===== config.mk =====
export PLATFORM = sky130hd
export DESIGN_NAME = fifo_rd_stream
export DESIGN_NICKNAME = d
export VERILOG_FILES = /design/src/rtl/fifo_rd_stream.sv
export SDC_FILE = /design/constraint.sdc
export NUM_CORES = 1
export LEC_CHECK = 0
export ABC_AREA = 1
export CAP_MARGIN = 20
export CORE_MARGIN = 2
export CORE_UTILIZATION = 52
export DETAILED_ROUTE_END_ITERATION = 6
export PLACE_DENSITY = 0.9
export REMOVE_ABC_BUFFERS = 1
export SKIP_LAST_GASP = 1
export SLEW_MARGIN = 20
export SYNTH_ARGS = -nofsm -noshare
export SYNTH_HDL_FRONTEND = slang
export SYNTH_SLANG_ARGS = --single-unit
export TNS_END_PERCENT = 10

===== constraint.sdc =====
create_clock -name clk -period 2.1 [get_ports clk]
set_clock_uncertainty 0.2 [all_clocks]
set_input_delay 0.42 -clock clk [delete_from_list [all_inputs] [get_ports clk]]
set_output_delay 0.42 -clock clk [all_outputs]
set_load 0.01 [all_outputs]

===== src/rtl/fifo_rd_stream.sv =====
// Read-side adapter for the synchronous FIFO: issues rd_en, absorbs the one-cycle
// read latency and re-presents the words as a valid/ready stream via a 3-entry skid buffer.
module fifo_rd_stream #(
  parameter int WIDTH = 8,
  parameter int CNT_W = 16
) (
  input  logic             clk,
  input  logic             rst_n,
  input  logic             fifo_empty,
  output logic             fifo_rd_en,
  input  logic [WIDTH-1:0] fifo_rd_data,
  output logic             m_valid,
  input  logic             m_ready,
  output logic [WIDTH-1:0] m_data,
  output logic [CNT_W-1:0] pop_count
);

  logic [WIDTH-1:0] mem [0:2];
  logic [1:0]       head, tail, occ;
  logic             inflight;
  logic [2:0]       pend;
  logic             cap, pop;

  function automatic logic [1:0] nxt(input logic [1:0] p);
    return (p == 2'd2) ? 2'd0 : p + 2'd1;
  endfunction

  // Held words plus the one in flight must leave room for the word being issued,
  // so issue never looks at m_ready.
  assign pend       = {1'b0, occ} + {2'b00, inflight};
  assign fifo_rd_en = rst_n && !fifo_empty && (pend < 3'd3);

  assign m_valid = (occ != 2'd0);
  assign m_data  = mem[head];
  assign cap     = inflight;
  assign pop     = m_valid && m_ready;

  always_ff @(posedge clk or negedge rst_n) begin
    if (!rst_n) begin
      inflight  <= 1'b0;
      head      <= '0;
      tail      <= '0;
      occ       <= '0;
      pop_count <= '0;
      for (int i = 0; i < 3; i++) mem[i] <= '0;
    end else begin
      inflight <= fifo_rd_en;
      if (cap) begin
        mem[tail] <= fifo_rd_data;
        tail      <= nxt(tail);
      end
      if (pop) begin
        head      <= nxt(head);
        pop_count <= pop_count + 1'b1;
      end
      case ({cap, pop})
        2'b10:   occ <= occ + 2'd1;
        2'b01:   occ <= occ - 2'd1;
        default: occ <= occ;
      endcase
    end
  end

endmodule


==> results.ini, run 1 <==
[grt]
grt_start_max_net_pins = 48
grt-ovfl-total = 0
antenna_found_initial = 0
grt_use_total_pct = 23.59
grt_pass1_vias = 1889
grt_pass1_wl_um = 7997

[routing]
drt-total-wl_um = 4452
drt_iter0_drc = 79
met3WireLength_um = 255
highest_layer = met4
drc = 0
dr.pass1.iters = 4
via_per_inst = 5.044
dr_total_vias = 1816
avgRoutedWirePerCell_um = 12.37
wl_met1_um = 1919
ant_nets = 0
wl_met2_um = 2205

[sta]
slew_violations = 0
timing.fmax_ghz = 0.4241
setup_viol = 8
worst_slack_ns = -0.2582
slew_headroom_pct = 57.90
max_slew.worst_pin.slew_ns = 0.6248
hold_viol_final = 0
finalCriticalPeriod_ns = 2.358
finalSetupTns_ns = -1.580
rsz0062_at_grt = true
period_share_pct = 112.3

[logic_synthesis]
ys.flop_type = dfrtp_1
synth_top_cell_by_area = dfrtp_1
yosysTopAreaCellShare_pct = 54.59
ys_seq_area_share_pct = 54.59
synth_cell_type_count = 19
yosys-top-cells-area = dfrtp_1, nand2_1, o21ai_0, inv_1, nand3_1
syn_area_sq_um = 2155
ys_top_cells_by_count = nand2_1, dfrtp_1, o21ai_0
synth_edf_count = 0
yosys_register_bits = 47
yosysMostFrequentCell = nand2_1
synth_area_per_cell_sq_um = 8.618
synth-warning-count = 0
async_flop_share_pct = 100.0
synth_cells = 250

[die]
row_count = 23
chipHeight_um = 68.37
dieArea_sq_um = 4674
io_pins = 38
start_util_pct = 53.86
dieWidth_um = 68.37
core_sq_um = 4000

[final_layout]
antenna_cells = 0
regArea_sq_um = 1176
design_area_sq_um = 2793
num-fill-cells = 330
drive_gt1_share_pct = 13.55
synthToLayoutAreaGrowth_pct = 29.62
multi_input_area_sq_um = 858.3
final_nets = 325

[setup_path]
reg2reg_depth = 12
r2r_end = cap
arrival_ns = 1.74
critical_path.endpoint_type = primary output
crit_fanout = 8
worstSetupStartpointType = flip-flop
r2r_slack_ns = -0.16
r2r_start = occ[0]
worstSetupPathType = reg -> out
critPathRequiredTime_ns = 1.48

[place]
placed_area_sq_um = 2609
gp_congestion = 0.7882
dp_hpwl_um = 3140
numPortBuffers = 37

[pwr]
p_int_mw = 2.308
max-vdd-ir-drop_v = 0.0008257
power.leakage_nw = 1.403
p_clk_share_pct = 14.5
pwr-share-seq_pct = 41.4
p_sw_share_pct = 36.75
combPwrFrac_pct = 44.1
switching_power_mw = 1.341
cellPowerDensity_nw_per_um2 = 1307

[cts]
cts_root_buffer = clkbuf_8
insertion_delay_ns = 0.30
cts_tree = built
cts_sinks = 47
clk_pin_slew_ns = 0.08
cts_hold_buf = 0
cts_buffers = 5
cts_buffer_depth = 2
htree_levels = 2

[run_status]
violations = setup timing
status = complete, but fails checks

[min_path]
min_path_type = in -> async

[run]
drv_cap = 0

## worst max-delay path, cell delays in order (launching register included)
cell,delay (ns)
dfrtp_1,0.41
inv_1,0.07
nor2_1,0.10
buf_4,0.17
nand2_1,0.06
nand3_1,0.09
clkdlybuf4s50_1,0.54
## cell families after synthesis
group / count (synthesis) / synth area share (%)
compound gates: 33 / 7.666
xor+xnor: 11 / 4.471
fa+ha+maj: 4 / 2.323
buf+inv: 32 / 6.097
flops: 47 / 54.59
simple gates: 123 / 24.86
## power by group through the flow
stage | sequential [mW] | clock, mW | combinational [mW]
3_3_place_gp | 1.50 | 0 | 1.47
4_1_cts | 1.50 | 0.544 | 1.62
3_5_place_dp | 1.52 | 0 | 1.53
6_report | 1.51 | 0.529 | 1.61
2_1_floorplan | 1.51 | 0 | 0.767
5_1_grt | 1.56 | 0.582 | 1.82
## worst max-delay path by stage
stage                     from  slack (ns)  cells past startpoint         end
CTS                    head[0]       -0.25                      5   m_data[0]
global placement    fifo_empty       -0.50                      4  fifo_rd_en
floorplan               occ[0]        0.03                      4  fifo_rd_en
finish                 head[1]       -0.26                      6   m_data[3]
global route           head[1]       -0.37                      6   m_data[5]
detailed placement  fifo_empty       -0.53                      4  fifo_rd_en
## layout by cell type (no fill, tap or decap), drive strengths merged
master	n
inv	28
clkinvlp	1
xnor2	7
buf	21
dlymetal6s2s	2
nand2	80
nand3	17
or3b	1
o21ai	31
xor2	4
clkdlybuf4s50	31
a21oi	2
clkbuf	6
nand4	5
nor2	20
ha	4
dlygate4sd2	2
dfrtp	47
clkinv	1
## layout make-up
cell class | count | area share, %
multi-input combinational | 171 | 30.73
sequential | 47 | 42.11
timing repair buffer | 56 | 18.10
clock inverter | 2 | 0.4480
inverter | 28 | 3.763
clock buffer | 6 | 2.599
tap | 50 | 2.240
## registers in the layout, summed over array words and instances, names as in the netlist
| register | cells |
|---|---|
| occ | 2 |
| cap | 1 |
| head | 2 |
| mem | 24 |
| tail | 2 |
| pop_count | 16 |
## metrics by stage
step	power (mW)	std cells	hold WS, ns	worst slack, ns	utilization (%)
after CTS	3.669	359	0.04841	-0.2527	69.50
after global placement	2.968	340	0.2658	-0.5036	65.22
final	3.649	360	0.01355	-0.2582	69.82
after global routing	3.954	360	0.08395	-0.3652	69.82
after floorplan	2.279	246	-0.07559	0.02575	-
after detailed placement	3.046	340	0.2741	-0.5296	65.22
## metal layers
| layer | up-vias | GRT usage (%) |
|---|---|---|
| met2 | 60 | 42.60 |
| met1 | 841 | 26.94 |
| met3 | 8 | 3.947 |
| met5 | - | 0 |
| met4 | 0 | 11.25 |
| li1 | 907 | - |
## what timing repair did
item                                    in CTS  in global routing
gates cloned                                 0                  0
endpoints found under the setup margin      10                 11
setup buffers                               11                  1
resized for setup                           11                  2
(Power assumes the default switching activity.)
==> run 2: changes to the inputs <==
CORE_MARGIN = 1   (was 2)
HOLD_SLACK_MARGIN = 0.08   (was not set)
==> run 2 against run 1 <==
  * The run still ends with setup timing left
  * Fmax is 0.38% higher
  * Total power is 0.76% higher
  * Combinational power hardly changed
  * Critical path depth stayed put
  * Via count is 0.83% higher
  * Clock power is 10% higher
  * Final cell count is 0.56% lower
  * Register-to-register slack hardly changed
  * Hold slack better by 0.28 ns
  * Final area hardly changed
  * Sequential cell count stayed put
  * Critical path type unchanged
==> results.ini, run 2 (synthesis results as in run 1) <==
[place]
placed_area_sq_um = 2616  ; +0.29%
dp_hpwl_um = 3074  ; -2.1%
dpl_worst_slack_ns = -0.5293  ; +0.0003330 ns
numPortBuffers = 37  ; unchanged
dp_cells = 341  ; +0.29%
gp_congestion = 0.7907  ; +0.32%

[routing]
dr.pass1.iters = 4  ; unchanged
drc = 0  ; unchanged
dr_total_vias = 1831  ; +0.83%
via_per_inst = 5.115  ; +1.4%
drt_iter0_drc = 67  ; -15%
drt-total-wl_um = 4339  ; -2.5%
ant_nets = 0  ; unchanged
avgRoutedWirePerCell_um = 12.12  ; -2.0%

[sta]
finalCriticalPeriod_ns = 2.349  ; -0.008956 ns
timing.fmax_ghz = 0.4257  ; +0.38%
slew_headroom_pct = 61.20  ; +3.3 points
hold_viol_final = 0  ; unchanged
setup_viol = 9  ; +1
slew_violations = 0  ; unchanged
max_slew.worst_pin.slew_ns = 0.5803  ; -0.04450 ns
period_share_pct = 111.9  ; -0.43 points
worst_slack_ns = -0.2492  ; +0.008956 ns
finalSetupTns_ns = -1.891  ; -0.3110 ns
holdWs_ns = 0.2899  ; +0.2763 ns
rsz0062_at_grt = true

[cts]
cts_buffer_depth = 2  ; unchanged
cts_sinks = 47  ; unchanged
cts_root_buffer = clkbuf_8
cts_buffers = 5  ; unchanged
cts_tree = built
insertion_delay_ns = 0.30  ; about the same
clk_pin_slew_ns = 0.08  ; about the same
htree_levels = 2  ; unchanged

[setup_path]
critical_path.endpoint_type = primary output
r2r_start = occ[0]
path_buf_inv = 3  ; unchanged
arrival_ns = 1.73  ; about the same
worstSetupPathType = reg -> out
max_stage_delay_ns = 0.54  ; about the same
critPathRequiredTime_ns = 1.48  ; about the same
crit_fanout = 8  ; unchanged
crit_chain = inv_1 > nor2_1 > buf_4 > nand2_1 > nand3_1 > clkdlybuf4s50_1
reg2reg_depth = 12  ; unchanged
cp_top_family = buffers and inverters
r2r_slack_ns = -0.17  ; about the same
slowest_stage = clkdlybuf4s50_1
worstSetupStartpointType = flip-flop
r2r_end = cap

[pwr]
pwr-share-seq_pct = 41.1  ; -0.3 points
power.leakage_nw = 1.389  ; -0.99%
switching_power_mw = 1.310  ; -2.3%
p_sw_share_pct = 35.64  ; -1.1 points
p_total_mw = 3.677  ; +0.76%
max-vdd-ir-drop_v = 0.0006843  ; -17%
p_int_mw = 2.366  ; +2.5%
cellPowerDensity_nw_per_um2 = 1317  ; +0.80%
p_clk_share_pct = 15.8  ; +1.3 points
combPwrFrac_pct = 43.1  ; -1.0 points

[final_layout]
num-fill-cells = 320  ; -3.0%
largestRegisters = mem (24), pop_count (16)
antenna_cells = 0  ; unchanged
multi_input_area_sq_um = 855.8  ; -0.29%
regArea_sq_um = 1176  ; unchanged
utilization_pct = 69.78  ; about the same
final_cell_mix = nand2_1, dfrtp_1, clkdlybuf4s50_1, o21ai_0, inv_1
synthToLayoutAreaGrowth_pct = 29.56  ; about the same
drive_gt1_share_pct = 12.34  ; -1.2 points
regMostFlops = mem
largest_reg_flops = 24  ; unchanged
design_area_sq_um = 2791  ; about the same
final_common_cell = nand2_1
finalNonFillerCells = 358  ; -0.56%
final_nets = 323  ; -0.62%

[min_path]
min_to = mem[21]
worstHoldStart = mem[21]
min_path_type = reg -> reg
min_path_cells = 2

[grt]
grt_pass1_vias = 1810  ; -4.2%
antenna_found_initial = 0  ; unchanged
grt-ovfl-total = 0  ; unchanged
grt_start_max_net_pins = 48  ; unchanged
grt_pass1_wl_um = 7293  ; -8.8%
grt_use_total_pct = 22.26  ; -1.3 points

[die]
io_pins = 38  ; unchanged
chipHeight_um = 66.37  ; -2.9%
row_count = 23  ; unchanged
dieWidth_um = 66.37  ; -2.9%
start_util_pct = 53.86  ; unchanged
dieArea_sq_um = 4405  ; -5.8%
core_sq_um = 4000  ; unchanged

[run_status]
violations = setup timing
status = complete, but fails checks

[run]
drv_cap = 0  ; unchanged

## run 2: area by class of cell
| cell class | instances | share of cell area [%] |
|---|---|---|
| sequential | 47 | 42.13 |
| clock buffer | 8 | 3.586 |
| tap | 50 | 2.241 |
| timing repair buffer | 54 | 17.62 |
| multi-input combinational | 171 | 30.66 |
| inverter | 28 | 3.765 |
## run 2: power groups by stage
stage | registers [mW] | logic, mW | clock network (mW)
floorplan | 1.51 | 0.767 | 0
global placement | 1.50 | 1.49 | 0
detailed placement | 1.52 | 1.54 | 0
CTS | 1.51 | 1.60 | 0.603
global route | 1.55 | 1.78 | 0.624
finish | 1.51 | 1.59 | 0.582
## run 2: worst min-delay path: stages (launching register included)
cell and delay [ns]:
dfrtp_1 0.35, nand2_1 0.05, o21ai_0 0.06
## run 2: worst max path at each step
stage,startpoint,depth (start not counted),slack [ns],to
floorplan,occ[0],4,0.03,fifo_rd_en
global placement,fifo_empty,4,-0.51,fifo_rd_en
detailed placement,fifo_empty,4,-0.53,fifo_rd_en
CTS,head[0],5,-0.25,m_data[7]
global route,head[0],5,-0.35,m_data[2]
finish,head[1],6,-0.25,m_data[7]
## run 2: layer usage
layer	vias up	global-route usage [%]	share of wire, %
met1	868	25.53	42
met4	0	9.043	0.83
met5	-	0	0
met3	3	6.034	5.6
li1	901	-	-
met2	59	38.90	51
## run 2: timing repair
action	4_1_cts	5_1_grt
gates resized for setup	8	2
cloned	0	0
endpoints found under the hold margin	47	0
buffers inserted	8	0
endpoints found under the setup margin	10	11
hold buffers	1	0
==> run 3: changes to the inputs <==
CORE_MARGIN = 3   (was 1)
clock period = 2.5 ns   (was 2.1 ns; I/O delays follow)
==> run 3 against run 2 <==
  * The flow now finishes without violations
  * Routed wire length grew 0.85%
  * Critical endpoint is now fifo_rd_en
  * Final cell count fell by 3.1%
  * Combinational power down 19%
  * Register-to-register slack gained 0.89 ns
  * Sequential cell count unchanged
  * Non-clock buffer count decreased by 9
  * Highest routed layer unchanged
  * Sequential power shrank 16%
  * Clock power shrank 0.9%
  * First-iteration DRC count grew 6.0%
==> results.ini, run 3 (synthesis results as in run 1) <==
[run_status]
status = finished clean

[pwr]
power.leakage_nw = 1.347  ; -3.0%
p_clk_share_pct = 18.4  ; +2.6 points
max-vdd-ir-drop_v = 0.0007063  ; +3.2%
p_int_mw = 2.026  ; -14%
combPwrFrac_pct = 41.2  ; -1.9 points
cellPowerDensity_nw_per_um2 = 1147  ; -13%
p_total_mw = 3.137  ; -15%
pwr-share-seq_pct = 40.4  ; -0.7 points
p_sw_share_pct = 35.41  ; -0.23 points
switching_power_mw = 1.111  ; -15%

[final_layout]
synthToLayoutAreaGrowth_pct = 26.95
largestRegisters = mem (24), pop_count (16)
antenna_cells = 0  ; unchanged
drive_gt1_share_pct = 10.37  ; -2.0 points
largest_reg_flops = 24  ; unchanged
final_cell_mix = nand2_1, dfrtp_1, clkdlybuf4s50_1, o21ai_0, inv_1
utilization_pct = 71.48  ; +1.7 points
regMostFlops = mem
final_common_cell = nand2_1
design_area_sq_um = 2735  ; -2.0%
final_nets = 314  ; -2.8%

[routing]
drt-total-wl_um = 4376  ; +0.85%
drt_iter0_drc = 71  ; +6.0%
drc = 0  ; unchanged
via_per_inst = 5.035  ; -1.6%
dr.pass1.iters = 5  ; +1
met3WireLength_um = 189  ; -22%
ant_nets = 0  ; unchanged
wl_met1_um = 1944  ; +6.4%
dr_total_vias = 1747  ; -4.6%
avgRoutedWirePerCell_um = 12.61  ; +4.0%
wl_met2_um = 2158  ; -3.4%
highest_layer = met4

[setup_path]
arrival_ns = 1.76  ; +0.03 ns
crit_fanout = 2  ; -6
cp_top_family = simple AND/OR/NAND/NOR gates
reg2reg_depth = 7  ; -5
critPathRequiredTime_ns = 1.80  ; +0.32 ns
crit_start = occ[0]
worstSetupStartpointType = flip-flop
critical_path.endpoint_type = primary output
path_buf_inv = 1  ; -2
cp.depth = 5  ; -1
max_stage_delay_ns = 0.44  ; -0.10 ns
r2r_start = occ[0]
slowest_stage = or3b_2
crit_chain = ha_2 > ha_1 > or3b_2 > a21oi_2 > buf_2
worstSetupPathType = reg -> out

[grt]
grt_pass1_vias = 1714  ; -5.3%
grt-ovfl-total = 0  ; unchanged
grt_start_max_net_pins = 48  ; unchanged
antenna_found_initial = 0  ; unchanged
grt_use_total_pct = 19.14  ; -3.1 points
grt_pass1_wl_um = 7465  ; +2.4%

[die]
chipHeight_um = 70.37  ; +6.0%
dieWidth_um = 70.37  ; +6.0%
start_util_pct = 56.31  ; +2.4 points
io_pins = 38  ; unchanged
core_sq_um = 3826  ; -4.3%
row_count = 22  ; -4.3%
dieArea_sq_um = 4952  ; +12%

[place]
gp_congestion = 0.7647  ; -3.3%
dp_hpwl_um = 3173  ; +3.2%
numPortBuffers = 37  ; unchanged
placed_area_sq_um = 2606  ; -0.38%
dpl_worst_slack_ns = -0.2856  ; +0.2437 ns

[sta]
finalCriticalPeriod_ns = 2.456
setup_viol = 0  ; -9
worst_slack_ns = 0.04417  ; +0.2934 ns
period_share_pct = 98.23
max_slew.worst_pin.slew_ns = 0.5658  ; -0.01457 ns
slew_violations = 0  ; unchanged
hold_viol_final = 0  ; unchanged
slew_headroom_pct = 62.18  ; +0.97 points
timing.fmax_ghz = 0.4072
rsz0062_at_grt = true

[min_path]
min_path_type = in -> async

[run]
drv_cap = 0  ; unchanged

[cts]
cts_buffer_depth = 2  ; unchanged
htree_levels = 2  ; unchanged
insertion_delay_ns = 0.31  ; about the same
cts_sinks = 47  ; unchanged
cts_tree = built
cts_root_buffer = clkbuf_8
cts_buffers = 5  ; unchanged
clk_pin_slew_ns = 0.09  ; about the same
cts_hold_buf = 0  ; -1

## run 3: path summary, 6_finish.rpt
path | end | slack, ns
max reg2reg | occ[1] | 0.72
max | fifo_rd_en | 0.04
min reg2reg | mem[15] | 0.29
min in group clk | mem[15] | 0.29
max in group asynchronous | mem[21] | 1.62
min | pop_count[3] | 0.09
## run 3: per-stage QoR
step	TNS (ns)	hold slack (ns)	instances
3_3_place_gp	-0.2764	0.2665	338
6_report	0	0.08856	347
4_1_cts	-0.1740	0.1244	346
3_5_place_dp	-0.2856	0.2737	338
2_1_floorplan	0	0.004409	246
5_1_grt	-0.1009	0.1430	347
## run 3: final cells by class
type / count / area [sq um]
clock inverters: 2 / 35.03
flip-flops and latches: 47 / 1176
clock buffers: 6 / 82.58
multi-input cells: 171 / 853.3
inverters: 28 / 105.1
well taps: 48 / 60.06
repair buffers: 45 / 422.9
fillers: 331 / 1091
## run 3: repair_timing
action | CTS | global route
endpoints found under the setup margin | 9 | 9
buffers inserted | 0 | 1
resized for setup | 5 | 3
## run 3: power groups by stage
stage | clock [mW] | combinational (mW) | sequential, mW
2_1_floorplan | 0 | 0.644 | 1.27
3_3_place_gp | 0 | 1.24 | 1.26
3_5_place_dp | 0 | 1.28 | 1.28
4_1_cts | 0.583 | 1.30 | 1.27
5_1_grt | 0.616 | 1.45 | 1.31
6_report | 0.577 | 1.29 | 1.27
## run 3: worst register-to-register path: stages, from the launching register on
cell     delay (ns)
dfrtp_1        0.39
buf_4          0.16
nor2_2         0.17
nor2_4         0.05
ha_1           0.29
a21oi_1        0.13
o21ai_0        0.14
xnor2_1        0.15
## run 3: metal layers
metal / vias up / global-route usage, %
li1: 885 / -
met1: 813 / 23.44
met2: 41 / 32.33
met3: 8 / 3.597
met4: 0 / 8.936
met5: - / 0
